`src/rtl/sprite_pkg.sv`:
```
// Shared definitions for the sprite path: the reader's FSM states and the
// screen geometry used by asset_mem, the renderer and the framebuffer writer.
package sprite_pkg;

  typedef enum logic [1:0] {
    IDLE  = 2'd0,
    RUN   = 2'd1,
    DRAIN = 2'd2
  } state_t;

  localparam int SCREEN_WIDTH  = 640;
  localparam int SCREEN_HEIGHT = 480;
  localparam int X_W           = 10;
  localparam int Y_W           = 9;

endpackage

```
`src/rtl/sprite_reader.sv`:
```
// sprite_reader
//   Streams one WIDTH x HEIGHT 1-bit sprite from asset_mem as screen pixels.
//   On start it walks the sprite in raster order, drives asset_mem addr/ce,
//   absorbs the memory's 1-cycle registered read and emits (x, y, pixel)
//   beats over valid/ready. Pixels that land off-screen are read but dropped.
//
// Ports
//   clk        in   single clock, posedge
//   rst        in   asynchronous, active-low reset
//   start      in   1-cycle draw request, sampled only in IDLE
//   sprite_x   in   top-left x, captured on accepted start
//   sprite_y   in   top-left y, captured on accepted start
//   busy       out  high from accepted start through the done pulse
//   done       out  1-cycle pulse once the last beat has been accepted
//   mem_ce     out  asset_mem read enable
//   mem_addr   out  asset_mem address
//   mem_out    in   asset_mem read data, valid the cycle after mem_ce
//   out_valid  out  beat valid
//   out_ready  in   downstream accept
//   out_x      out  screen x of the beat
//   out_y      out  screen y of the beat
//   out_pixel  out  sprite bit (1 = opaque)
module sprite_reader #(
  parameter int MEM_SIZE      = 1024,
  parameter int BASE_ADDR     = 0,
  parameter int WIDTH         = 32,
  parameter int HEIGHT        = 24,
  parameter int SCREEN_WIDTH  = sprite_pkg::SCREEN_WIDTH,
  parameter int SCREEN_HEIGHT = sprite_pkg::SCREEN_HEIGHT,
  parameter int X_W           = sprite_pkg::X_W,
  parameter int Y_W           = sprite_pkg::Y_W,
  parameter int MEM_ADDR_W    = $clog2(MEM_SIZE)
) (
  input  logic                  clk,
  input  logic                  rst,
  input  logic                  start,
  input  logic [X_W-1:0]        sprite_x,
  input  logic [Y_W-1:0]        sprite_y,
  output logic                  busy,
  output logic                  done,
  output logic                  mem_ce,
  output logic [MEM_ADDR_W-1:0] mem_addr,
  input  logic                  mem_out,
  output logic                  out_valid,
  input  logic                  out_ready,
  output logic [X_W-1:0]        out_x,
  output logic [Y_W-1:0]        out_y,
  output logic                  out_pixel
);

  import sprite_pkg::*;

  localparam int COL_W = (WIDTH  > 1) ? $clog2(WIDTH)  : 1;
  localparam int ROW_W = (HEIGHT > 1) ? $clog2(HEIGHT) : 1;

  localparam logic [COL_W-1:0]      COL_LAST  = COL_W'(WIDTH - 1);
  localparam logic [ROW_W-1:0]      ROW_LAST  = ROW_W'(HEIGHT - 1);
  localparam logic [MEM_ADDR_W-1:0] ADDR_BASE = MEM_ADDR_W'(BASE_ADDR);
  localparam logic [X_W:0]          X_LIMIT   = (X_W + 1)'(SCREEN_WIDTH);
  localparam logic [Y_W:0]          Y_LIMIT   = (Y_W + 1)'(SCREEN_HEIGHT);

  state_t state, next_state;

  // Stage 0: raster position and running address (no multiplier needed).
  logic [COL_W-1:0]      col;
  logic [ROW_W-1:0]      row;
  logic [MEM_ADDR_W-1:0] addr;
  logic [X_W-1:0]        base_x;
  logic [Y_W-1:0]        base_y;

  // Stage 1: beat register, aligned with asset_mem's registered output.
  logic s1_valid;
  logic done_q;

  logic         advance;
  logic         issue;
  logic         last_pixel;
  logic [X_W:0] x_sum;
  logic [Y_W:0] y_sum;
  logic         clipped;

  // Stage 1 may take a new beat when it is empty or its beat leaves now.
  assign advance    = !s1_valid || out_ready;
  assign issue      = (state == RUN) && advance;
  assign last_pixel = (col == COL_LAST) && (row == ROW_LAST);

  // One extra bit keeps the carry, so a sprite hanging past the top of the
  // coordinate range is clipped instead of wrapping back onto the screen.
  assign x_sum   = {1'b0, base_x} + (X_W + 1)'(col);
  assign y_sum   = {1'b0, base_y} + (Y_W + 1)'(row);
  assign clipped = x_sum[X_W] || (x_sum >= X_LIMIT) ||
                   y_sum[Y_W] || (y_sum >= Y_LIMIT);

  // NOTE: state is updated with non-blocking assignments so every register
  // samples the pre-edge values; blocking here would create ordering races.
  always_ff @(posedge clk or negedge rst) begin
    if (!rst) begin
      state <= IDLE;
    end else begin
      state <= next_state;
    end
  end

  // NOTE: next_state gets a default before the case so no path leaves it
  // unassigned, which would otherwise infer a latch.
  always_comb begin
    next_state = state;
    unique case (state)
      IDLE:    if (start) next_state = RUN;
      RUN:     if (issue && last_pixel) next_state = DRAIN;
      DRAIN:   if (advance) next_state = IDLE;
      default: next_state = IDLE;
    endcase
  end

  always_comb begin
    mem_ce    = issue;
    mem_addr  = addr;
    busy      = (state != IDLE) || done_q;
    done      = done_q;
    out_valid = s1_valid;
    // asset_mem only reloads on mem_ce, which is low during a stall, so its
    // registered output already holds the bit belonging to stage 1.
    out_pixel = mem_out;
  end

  always_ff @(posedge clk or negedge rst) begin
    if (!rst) begin
      col      <= '0;
      row      <= '0;
      addr     <= ADDR_BASE;
      base_x   <= '0;
      base_y   <= '0;
      s1_valid <= 1'b0;
      out_x    <= '0;
      out_y    <= '0;
      done_q   <= 1'b0;
    end else begin
      done_q <= (state == DRAIN) && advance;

      if ((state == IDLE) && start) begin
        base_x <= sprite_x;
        base_y <= sprite_y;
        col    <= '0;
        row    <= '0;
        addr   <= ADDR_BASE;
      end else if (issue) begin
        addr <= addr + 1'b1;
        if (col == COL_LAST) begin
          col <= '0;
          row <= row + 1'b1;
        end else begin
          col <= col + 1'b1;
        end
      end

      if (advance) begin
        // A clipped pixel is still read (keeps 1 pixel/clk) but yields no beat.
        s1_valid <= issue && !clipped;
        if (issue) begin
          out_x <= x_sum[X_W-1:0];
          out_y <= y_sum[Y_W-1:0];
        end
      end
    end
  end

endmodule

```
`config.mk`:
```
export PLATFORM = sky130hd
export DESIGN_NAME = sprite_reader
export DESIGN_NICKNAME = d
export VERILOG_FILES = /design/src/rtl/sprite_pkg.sv /design/src/rtl/sprite_reader.sv
export SDC_FILE = /design/constraint.sdc
export NUM_CORES = 1
export LEC_CHECK = 0
export CAP_MARGIN = 20
export CORE_ASPECT_RATIO = 1.5
export CORE_MARGIN = 5
export CORE_UTILIZATION = 50
export DETAILED_ROUTE_END_ITERATION = 6
export GPL_TIMING_DRIVEN = 0
export HOLD_SLACK_MARGIN = 0.02
export MAX_ROUTING_LAYER = met4
export PLACE_DENSITY = 0.76
export SLEW_MARGIN = 20
export SYNTH_ARGS = -nofsm -noshare
export SYNTH_HDL_FRONTEND = slang
export SYNTH_SLANG_ARGS = --single-unit
```
`constraint.sdc`:
```
create_clock -name clk -period 2.3 [get_ports clk]
set_clock_uncertainty 0.05 [all_clocks]
set_input_delay 0.575 -clock clk [delete_from_list [all_inputs] [get_ports clk]]
set_output_delay 0.575 -clock clk [all_outputs]
set_load 0.1 [all_outputs]
```
[Yosys cells after proc, flatten, opt, wreduce, memory -nomap -nowiden]
Cells that the tools add are included.
Operators by class
  order comparisons: 2
  add/subtract/negate cells: 5
  equality and inequality tests: 7
  multiply operators: 0
  shifts and indexed selects: 0
  mux-type cells: 12
  bitwise operators: 0
  div/mod/pow operators: 0
  reductions and logical operators: 20
Operators with widths (count)
  $mux W5: 6
  $mux W10: 2
  $add A10 B5 Y11: 1
  $ge A11 B10 Y1 const B: 1
  $add A10 B1 Y10 const B: 1
  $add A5 B1 Y5 const B: 2
  $add A9 B5 Y10: 1
  $eq A5 B5 Y1 const B: 2
  $ge A10 B9 Y1 const B: 1
  $logic_and A1 B1 Y1: 6
  $mux W2: 3
  $pmux W2 S3: 1
  $reduce_bool A2 Y1: 3
  $logic_or A1 B1 Y1: 5
  $ne A2 B2 Y1 const B: 2
  $reduce_and A2 Y1: 2
  $reduce_and A3 Y1: 1
  $eq A2 B1 Y1 const B: 1
  $eq A2 B2 Y1 const B: 1
  $logic_not A1 Y1: 2
  $logic_not A2 Y1: 1
  $ne A2 B1 Y1 const B: 1
Word-level totals
  bits in read-only memories: 0
  logic and storage cells: 56
  register bits after elaboration: 62
  memories: 0
  RAM bits: 0
  input bits: 24
  output and inout port bits: 34
  bits in latches: 0

[Longest topological paths before layout]
Gate-level depths: netlist of run 1.
  depth in word-level cells: 7
  mapped depth: 7
  mapped depth without buffers: 7

[Least setup slack after synthesis of run 1]
Ideal clock, no wire load.
  path kind: flip-flop to output port
  from: register s1_valid, in the netlist out_valid
  to: output port mem_ce
  cell stages (with the launch flop): 5
  path slack: -0.080 ns
  required time: 1.675 ns
  arrival: 1.755 ns
  path buffers: 1
  path through: dfrtp_1 -> nand2b_1 -> nand2_2 -> inv_2 -> buf_2
On the way
  word-level cells in the longest chain between the ends: 3
RTL lines
  start: declaration: line sprite_reader.sv:72  | logic s1_valid;
  start signal: assignment: line sprite_reader.sv:159  | s1_valid <= issue && !clipped;
  $logic_not A1 Y1: line sprite_reader.sv:83  | assign advance = !s1_valid || out_ready;
  $logic_or A1 B1 Y1: line sprite_reader.sv:83
  $logic_and A1 B1 Y1: line sprite_reader.sv:84  | assign issue = (state == RUN) && advance;
  end: declaration: line sprite_reader.sv:41  | output logic mem_ce,
No other way between the ends.

[Worst setup path after layout of run 1]
  from: register addr[3], in the netlist mem_addr[3]
  to: output port mem_addr[3]
RTL lines
  start: declaration: line sprite_reader.sv:67  | logic [MEM_ADDR_W-1:0] addr;
  start signal: assignment: line sprite_reader.sv:148  | addr <= addr + 1'b1;
  end: declaration: line sprite_reader.sv:42  | output logic [MEM_ADDR_W-1:0] mem_addr,
No word-level cell between the ends.

==> metrics.csv, run 1 <==
metric,value,unit
nets,452,
area delta synth->final,29.4,%
PnR worst setup slack,44.8,ps
# IOs,58,
Port Buffers,56,
gpl congestion,0.880,
WS Path Type,register to output port,
Worst R2R End,out_valid$_DFFE_PN0N_,
syn nets,384,
Post-CTS Setup Inserts,0,
Synth Register Bits,62,
Final Max Slew Viols,0,
Tcrit/Tclk final,98.1,%
clock latency on the worst-skew pair,340,ps
Post-synth EDFFs,0,
largest net degree at the start of global routing,51,
max cap viols,0,
Crit. End Element,output port,
Yosys cell types,37,
CTS H-tree depth,3,
Main synth FF type,dfrtp_1,
ys async rst share,100,%
first-pass GRT wire length,12.5,mm
power density over the cells,1250,mW/mm^2
worst slew pin tran,964,ps
Critical R2R Launch,col[0]$_DFFE_PN0P_,
CTS Buf Count,9,
FF-to-FF path depth,7,
Final Hold Fails,0,
Max VDD drop,833,uV
drt drc,0,
ANT nets after route,0,
DR vias/cell,5.51,
LEAKAGE,0.00196,uW
GRT Resource Usage Total,21.0,%
CP bufs+invs,1,
drt initial violations,210,
GRT met2 Usage,35.3,%
CTS tree,yes,
Initial Util,51.1,%
syn_area_per_cell,9.10,sq um
initial antenna violation count,0,
grt peak-use layer,met2,
clock root cell,clkbuf_8,
vias in the first global route,2728,
CP required,1670,ps
crit path DAT,1630,ps
endpoints failing setup,0,
HP Class,primary input to asynchronous set/reset pin,
Post-Syn Instances,344,
Final TNS setup,0,ps
grt met3 use,3.66,%
worst-path cell chain,dlygate4sd2_1,
final global-route overflow total,0,
proportion of layout cells with a drive suffix above 1,8.63,%
Worst Path Max Fanout,5,
die area,0.00798,sq mm
slowest CP cell,dlygate4sd2_1,
Post-DP HPWL,5.33,mm
post-CTS sizing,58,
hold_buf cts,0,
CTS sink count,62,
Avg WL per Cell,15.2,um
met1 Resource Use GR,23.8,%
Die W,74.6,um
TritonRoute pass-1 iters,4,
Max transition margin,36.0,%
post-synthesis cell area,0.00313,sq mm
row count,35,
final wirelength,7.48,mm
CP top delay family,buffers and inverters,
CTS Buffer Depth,2,
Antenna Cells,0,
status,"complete, no violations",
pre-CTS setup slack,-1290,ps
Synth Warn #,0,
Die Y,107,um
Core ar.,0.00613,sq mm
max incr delay on CP,870,ps
maximum clock rate,443,MHz
via count,2704,
reg2reg setup slack,120,ps
sequential area share after synthesis,49.6,%
Critical Path Stages,1,
startpoint types,register,
"Reg clk slew, reported paths",70,ps
Tmin final,2260,ps
Yosys cell counts (2+ instances only):
library cell / n / area [sq um]
a211oi_1: 2 / 15.0
nand2b_1: 3 / 18.8
nor3_1: 2 / 10.0
or4_1: 4 / 30.0
nand3_1: 19 / 95.1
xnor2_1: 16 / 140
a21oi_1: 10 / 50.1
nand2_1: 98 / 368
a31oi_1: 4 / 25.0
a21o_1: 3 / 22.5
xor2_1: 9 / 78.8
nor2_1: 21 / 78.8
clkbuf_1: 8 / 30.0
o21bai_1: 2 / 15.0
nand4_1: 4 / 25.0
and3_1: 4 / 25.0
nor2b_1: 2 / 12.5
o21ai_0: 23 / 115
fa_1: 2 / 40.0
or3_1: 2 / 12.5
inv_1: 6 / 22.5
dfrtp_1: 62 / 1550
ha_1: 14 / 175
buf_2: 5 / 25.0
o211ai_1: 6 / 45.0
o31ai_1: 2 / 15.0
worst reg2reg max path, cell delays in order (launching register included):
cell,delay (ps)
dfrtp_1,440
ha_1,260
fa_2,390
a211oi_1,230
o21ai_0,160
a31oi_1,200
o31ai_1,100
o31ai_1,250
flip-flops by register name (all words and copies together) (netlist names):
signal and flops:
base_x 10, mem_addr 10, out_x 10, base_y 9
out_y 9, col 5, row 5, state 2
done 1, out_valid 1
routing by layer:
layer | share of wire, % | wire, um | vias up
met5 | 0 | 0 | -
met4 | 3.0 | 225 | 0
met3 | 4.1 | 310 | 17
met2 | 53 | 3980 | 63
met1 | 40 | 2960 | 1318
li1 | - | - | 1306
per-stage QoR:
| stage | hold slack (ps) | std cells | util [%] | area [sq um] | total power, uW |
|---|---|---|---|---|---|
| 2_1_floorplan | 229 | 344 | - | 3130 | 3450 |
| 3_3_place_gp | 409 | 474 | 61.8 | 3790 | 4020 |
| 3_5_place_dp | 390 | 475 | 62.2 | 3810 | 4080 |
| 4_1_cts | 25.1 | 491 | 66.0 | 4050 | 5100 |
| 5_1_grt | 23.9 | 491 | 66.1 | 4050 | 5330 |
| 6_report | 22.3 | 491 | 66.1 | 4050 | 5080 |
worst max path at each step:
stage / startpoint / end / slack (ps)
2_1_floorplan: out_valid$_DFFE_PN0N_ / mem_ce / 40
3_3_place_gp: rst / out_x[4]$_DFFE_PN0P_ / -1360
3_5_place_dp: out_ready / mem_ce / -1290
4_1_cts: mem_addr[2]$_DFFE_PN0P_ / mem_addr[2] / 20
5_1_grt: col[0]$_DFFE_PN0P_ / out_valid$_DFFE_PN0N_ / -8
6_report: mem_addr[3]$_DFFE_PN0P_ / mem_addr[3] / 40
placed cells by master, fill, tap and decap left out, types with 3 or more instances in the layout:
cell and n:
nand2_1 98, dfrtp_1 62, dlygate4sd2_1 31, o21ai_0 23, nor2_1 21, clkdlybuf4s50_1 20, nand3_1 19, xnor2_1 16
ha_1 14, clkbuf_8 12, clkbuf_1 9, a21oi_1 9, xor2_1 9, inv_1 6, o211ai_1 6, buf_2 5
and3_1 4, a31oi_1 4, or4_1 4, nand4_1 4, a21o_1 3
kinds of logic after synthesis:
logic type	count (synthesis)	synth area share [%]
adder cells (fa/ha/maj)	16	6.87
buffers and inverters	22	3.00
AND/OR/NAND/NOR	165	23.1
XOR/XNOR	25	6.99
flip-flops	62	49.6
AO/OA/AOI/OAI	54	10.4
cell type report:
class	instances	area [sq um]
Buffer	15	77.6
Tap cell	74	92.6
Sequential cell	62	1550
Timing Repair Buffer	57	547
Fill cell	525	2080
Multi-Input combinational cell	260	1520
Clock inverter	3	65.1
Inverter	7	33.8
Clock buffer	13	169
power by group:
part / internal, uW / leakage (uW) / switching [uW]
combinational: 545 / 0.00106 / 1840
sequential: 1350 / 0.000780 / 239
clock: 698 / 0.000120 / 413
No activity file was read; power rests on OpenSTA's default activity.
==> run 2: changes to the inputs <==
--- a/config.mk
+++ b/config.mk
@@ -9,6 +9,7 @@
 export CORE_ASPECT_RATIO = 1.5
 export CORE_MARGIN = 5
 export CORE_UTILIZATION = 50
+export CTS_CLUSTER_DIAMETER = 30
 export DETAILED_ROUTE_END_ITERATION = 6
 export GPL_TIMING_DRIVEN = 0
 export HOLD_SLACK_MARGIN = 0.02
@@ -18,3 +19,4 @@
 export SYNTH_ARGS = -nofsm -noshare
 export SYNTH_HDL_FRONTEND = slang
 export SYNTH_SLANG_ARGS = --single-unit
+export TNS_END_PERCENT = 10
==> metrics.csv, run 2 (synthesis gave the netlist of run 1 again) <==
metric,value,unit,change
TritonRoute pass-1 iters,4,,unchanged
max incr delay on CP,470,ps,-400 ps
slowest CP cell,clkdlybuf4s15_2,,
RSZ-0062 raised after global routing,true,,
Avg WL per Cell,14.7,um,-3.4%
Max VDD drop,802,uV,-3.8%
CTS H-tree depth,3,,unchanged
GRT met2 Usage,34.0,%,-1.3 points
final std cells w/o fill,489,,-0.41%
row count,35,,unchanged
area delta synth->final,29.6,%,
"Reg clk slew, reported paths",70,ps,about the same
largest net degree at the start of global routing,47,,-7.8%
post-CTS sizing,50,,-14%
worst-path cell chain,or3_1 -> clkdlybuf4s15_2,,
startpoint types,register,,
Post-DP HPWL,5.20,mm,-2.5%
CTS sink count,62,,unchanged
total power,5100,uW,+0.36%
CTS Buffer Depth,2,,unchanged
Core ar.,0.00613,sq mm,unchanged
WS Path Type,register to output port,,
Max transition margin,36.1,%,+0.12 points
endpoints failing setup,0,,unchanged
"most common cell after layout, fill and taps aside",nand2_1,,
Worst Path Max Fanout,7,,+2
Tcrit/Tclk final,99.6,%,+1.6 points
via count,2643,,-2.3%
CTS Buf Count,9,,unchanged
Initial Util,51.1,%,unchanged
max cap viols,0,,unchanged
drt initial violations,175,,-17%
# IOs,58,,unchanged
Port Buffers,56,,unchanged
Antenna Cells,0,,unchanged
HP Class,primary input to asynchronous set/reset pin,,
status,"complete, no violations",,
Crit. End Element,output port,,
drt drc,0,,unchanged
die area,0.00798,sq mm,unchanged
Post-CTS Setup Inserts,0,,unchanged
clock latency on the worst-skew pair,340,ps,about the same
Die W,74.6,um,unchanged
grt met3 use,3.85,%,+0.19 points
nets,451,,-0.22%
vias in the first global route,2621,,-3.9%
most frequent cells in the layout,"nand2_1, dfrtp_1, dlygate4sd2_1, o21ai_0, nor2_1",,
GRT Resource Usage Total,20.4,%,-0.69 points
# fillers,518,,-1.3%
gpl congestion,0.881,,+0.11%
grt peak-use layer,met2,,
CP required,1670,ps,about the same
Final TNS setup,0,ps,unchanged
Tmin final,2290,ps,+36.7 ps
LEAKAGE,0.00197,uW,+0.13%
maximum clock rate,436,MHz,-1.6%
hold_buf cts,0,,unchanged
Final Hold Fails,0,,unchanged
worst slew pin tran,962,ps,-1.83 ps
FF-to-FF path depth,7,,unchanged
proportion of layout cells with a drive suffix above 1,7.95,%,-0.68 points
final wirelength,7.20,mm,-3.7%
ANT nets after route,0,,unchanged
Final Max Slew Viols,0,,unchanged
Die Y,107,um,unchanged
clock root cell,clkbuf_8,,
power density over the cells,1260,mW/mm^2,+0.21%
placed cell count,475,,unchanged
initial antenna violation count,0,,unchanged
first-pass GRT wire length,12.1,mm,-3.5%
met1 Resource Use GR,23.5,%,-0.27 points
DR vias/cell,5.40,,-1.9%
crit path DAT,1670,ps,+40 ps
CTS tree,yes,,
final global-route overflow total,0,,unchanged
==> run 2: power by group <==
part / switching, uW / total (uW) / internal, uW
sequential: 238 / 1590 / 1350
clock: 414 / 1160 / 742
combinational: 1810 / 2360 / 543
==> run 2: per-layer routing <==
metal	wire [um]	share of wire [%]
met5	0	0
met4	202	2.8
met3	338	4.7
met2	3830	53
met1	2830	39
==> run 2: worst max-delay path, delay by kind of cell (launching register included) <==
kind	cells	cell delay, ps
AND/OR/NAND/NOR	1	400
buffers and inverters	1	470
flip-flops	1	450
==> run 2: final cells by class <==
| class | count | area, sq um | area share (%) |
|---|---|---|---|
| repair buffers | 57 | 563 | 13.9 |
| clock buffers | 11 | 141 | 3.48 |
| plain buffers | 14 | 62.6 | 1.54 |
| clock inverters | 4 | 95.1 | 2.34 |
| well taps | 74 | 92.6 | 2.28 |
| inverters | 7 | 38.8 | 0.956 |
| multi-input cells | 260 | 1510 | 37.3 |
| flip-flops and latches | 62 | 1550 | 38.2 |
==> run 2: path summary, 6_finish.rpt <==
kind                                           start                     to  slack (ps)
worst min register to register  out_x[5]$_DFFE_PN0P_   out_x[5]$_DFFE_PN0P_         420
worst min-delay path                             rst  base_y[3]$_DFFE_PN0P_          50
max in group asynchronous                        rst  base_x[5]$_DFFE_PN0P_        1670
worst max-delay path            state[1]$_DFFE_PN0P_                   busy           8
worst max register to register    col[0]$_DFFE_PN0P_  out_valid$_DFFE_PN0N_         150
min in group clk                out_x[5]$_DFFE_PN0P_   out_x[5]$_DFFE_PN0P_         420
==> run 2: stage by stage <==
stage / cell area [sq um] / worst slack [ps] / hold WS (ps) / util, %
global placement: 3790 / -1360 / 410 / 61.8
CTS: 4030 / -144 / 40.7 / 65.8
floorplan: 3130 / -27.3 / 229 / -
finish: 4060 / 8.10 / 48.0 / 66.2
detailed placement: 3810 / -1290 / 409 / 62.2
global route: 4060 / -28.0 / 53.0 / 66.2
==> run 3: changes to the inputs <==
--- a/config.mk
+++ b/config.mk
@@ -5,6 +5,7 @@
 export SDC_FILE = /design/constraint.sdc
 export NUM_CORES = 1
 export LEC_CHECK = 0
+export ABC_AREA = 1
 export CAP_MARGIN = 20
 export CORE_ASPECT_RATIO = 1.5
 export CORE_MARGIN = 5
==> metrics.csv, run 3 <==
metric,value,unit,change
ANT nets after route,0,,unchanged
worst slew pin tran,997,ps,+34.9 ps
sequential area share after synthesis,48.3,%,-1.3 points
gpl congestion,0.872,,-1.0%
TritonRoute pass-1 iters,4,,unchanged
Final Util,65.4,%,-0.77 points
Final Hold Fails,0,,unchanged
"Reg clk slew, reported paths",60,ps,about the same
startpoint types,register,,
max incr delay on CP,880,ps,+410 ps
CP bufs+invs,1,,unchanged
HP Class,primary input to asynchronous set/reset pin,,
proportion of layout cells with a drive suffix above 1,8.55,%,+0.60 points
post-synth top area share,48.3,%,-1.3 points
DR vias/cell,5.21,,-3.7%
Critical Path Stages,1,,-1
first-pass GRT wire length,13.0,mm,+7.5%
endpoints failing setup,0,,unchanged
Synth Warn #,0,,unchanged
status,"complete, no violations",,
most numerous cell in the Yosys netlist,nand2_1,,
CTS tree,yes,,
Core ar.,0.00622,sq mm,+1.4%
drt initial violations,154,,-12%
Post-synth EDFFs,0,,unchanged
Final Max Slew Viols,0,,unchanged
Avg WL per Cell,14.0,um,-5.0%
PnR worst setup slack,26.6,ps,+18.5 ps
post-route cell area,0.00407,sq mm,+0.25%
post-synth top area cell,dfrtp_1,,
slowest CP cell,dlygate4sd2_1,,
Die Y,108,um,+1.2%
clock root cell,clkbuf_8,,
WS Path Type,register to output port,,
nets,503,,+12%
ys async rst share,100,%,unchanged
Post-DP Area,0.00389,sq mm,+2.0%
Initial Util,51.7,%,+0.63 points
CTS Buf Count,9,,unchanged
post-synthesis cell area,0.00321,sq mm,+2.7%
Post-synth top cells,"nand2_1, dfrtp_1, inv_1, o21ai_0, nor2_1",,
CTS Buffer Depth,2,,unchanged
drt drc,0,,unchanged
Max transition margin,33.8,%,-2.3 points
clock latency on the worst-skew pair,350,ps,about the same
initial antenna violation count,0,,unchanged
max cap viols,0,,unchanged
CP top delay family,buffers and inverters,,
area delta synth->final,26.5,%,
syn_area_per_cell,8.20,sq um,-9.9%
maximum clock rate,440,MHz,+0.81%
Yosys cell types,35,,-5.4%
row count,35,,unchanged
FF-to-FF path depth,9,,+2
Die W,75.5,um,+1.2%
die area,0.00817,sq mm,+2.4%
Synth Register Bits,62,,unchanged
Post-DP HPWL,5.57,mm,+7.2%
largest net degree at the start of global routing,36,,-23%
final wirelength,7.58,mm,+5.3%
Main synth FF type,dfrtp_1,,
most frequent cells in the layout,"nand2_1, dfrtp_1, inv_1, dlygate4sd2_1, o21ai_0",,
crit path DAT,1650,ps,-20 ps
Worst Path Max Fanout,5,,-2
final global-route overflow total,0,,unchanged
vias in the first global route,2966,,+13%
"most common cell after layout, fill and taps aside",nand2_1,,
pre-CTS setup slack,-1250,ps,+35.8 ps
hold_buf cts,0,,unchanged
CP required,1670,ps,about the same
worst-path cell chain,dlygate4sd2_1,,
CTS sink count,62,,unchanged
Tcrit/Tclk final,98.8,%,-0.80 points
GRT Resource Usage Total,21.4,%,+1.1 points
Crit. End Element,output port,,
# IOs,58,,unchanged
CTS H-tree depth,3,,unchanged
Port Buffers,56,,unchanged
Post-Syn Instances,392,,+14%
syn nets,432,,+13%
RSZ-0062 raised after global routing,false,,
Tmin final,2270,ps,-18.5 ps
largest cells by area after synthesis,"dfrtp_1, nand2_1, ha_1",,
via count,2822,,+6.8%
Antenna Cells,0,,unchanged
run 3: cell types whose count changed after synthesis, sizes merged, moves of 7 or more:
cell,delta
o21ai,+7
nor3,+10
inv,+32
nand2,+32
xnor2,-11
run 3: metrics by stage:
stage	std cells	TNS (ps)	hold slack, ps
after floorplan	392	0	229
after global placement	522	-86940	406
after detailed placement	523	-1350	410
after CTS	539	-271	102
after global routing	542	0	126
final	542	0	97.3
run 3: kinds of logic (layout without fill, tap and decap cells):
kind of cell / count (synthesis) / after routing / share of synthesized area [%]
XOR/XNOR: 10 / 10 / 2.72
adder cells (fa/ha/maj): 16 / 16 / 6.70
AO/OA/AOI/OAI: 53 / 53 / 8.99
buffers and inverters: 49 / 125 / 6.11
AND/OR/NAND/NOR: 202 / 202 / 27.2
flip-flops: 62 / 62 / 48.3
run 3: layout make-up:
class / count / area (sq um)
Fill cell: 567 / 2150
Sequential cell: 62 / 1550
Multi-Input combinational cell: 281 / 1470
Timing Repair Buffer: 60 / 571
Clock buffer: 15 / 156
Inverter: 39 / 146
Tap cell: 74 / 92.6
Buffer: 10 / 72.6
Clock inverter: 1 / 5.00
run 3: routing by layer:
layer,vias to the layer above,track usage [%],share of wire (%)
met1,1342,23.0,39
met4,0,12.3,3.1
met3,18,3.72,3.3
met5,-,-,0
li1,1407,-,-
met2,55,36.1,54
run 3: final timing paths:
kind | from | to | slack, ps
worst max-delay path | mem_addr[3]$_DFFE_PN0P_ | mem_addr[3] | 30
max in group asynchronous | rst | row[3]$_DFFE_PN0P_ | 1600
min in group clk | out_x[0]$_DFFE_PN0P_ | out_x[0]$_DFFE_PN0P_ | 420
worst min register to register | out_x[0]$_DFFE_PN0P_ | out_x[0]$_DFFE_PN0P_ | 420
worst max register to register | col[0]$_DFFE_PN0P_ | out_valid$_DFFE_PN0N_ | 140
worst min-delay path | rst | base_y[7]$_DFFE_PN0P_ | 100
run 3: timing repair:
action	CTS	global route
setup buffers	0	3
setup endpoints to repair	34	3
resized for setup	45	9
pin swaps	0	1
Power of run 3 is not shown: default switching activity piles up to over one toggle a cycle in this logic, so the estimate is an artifact.
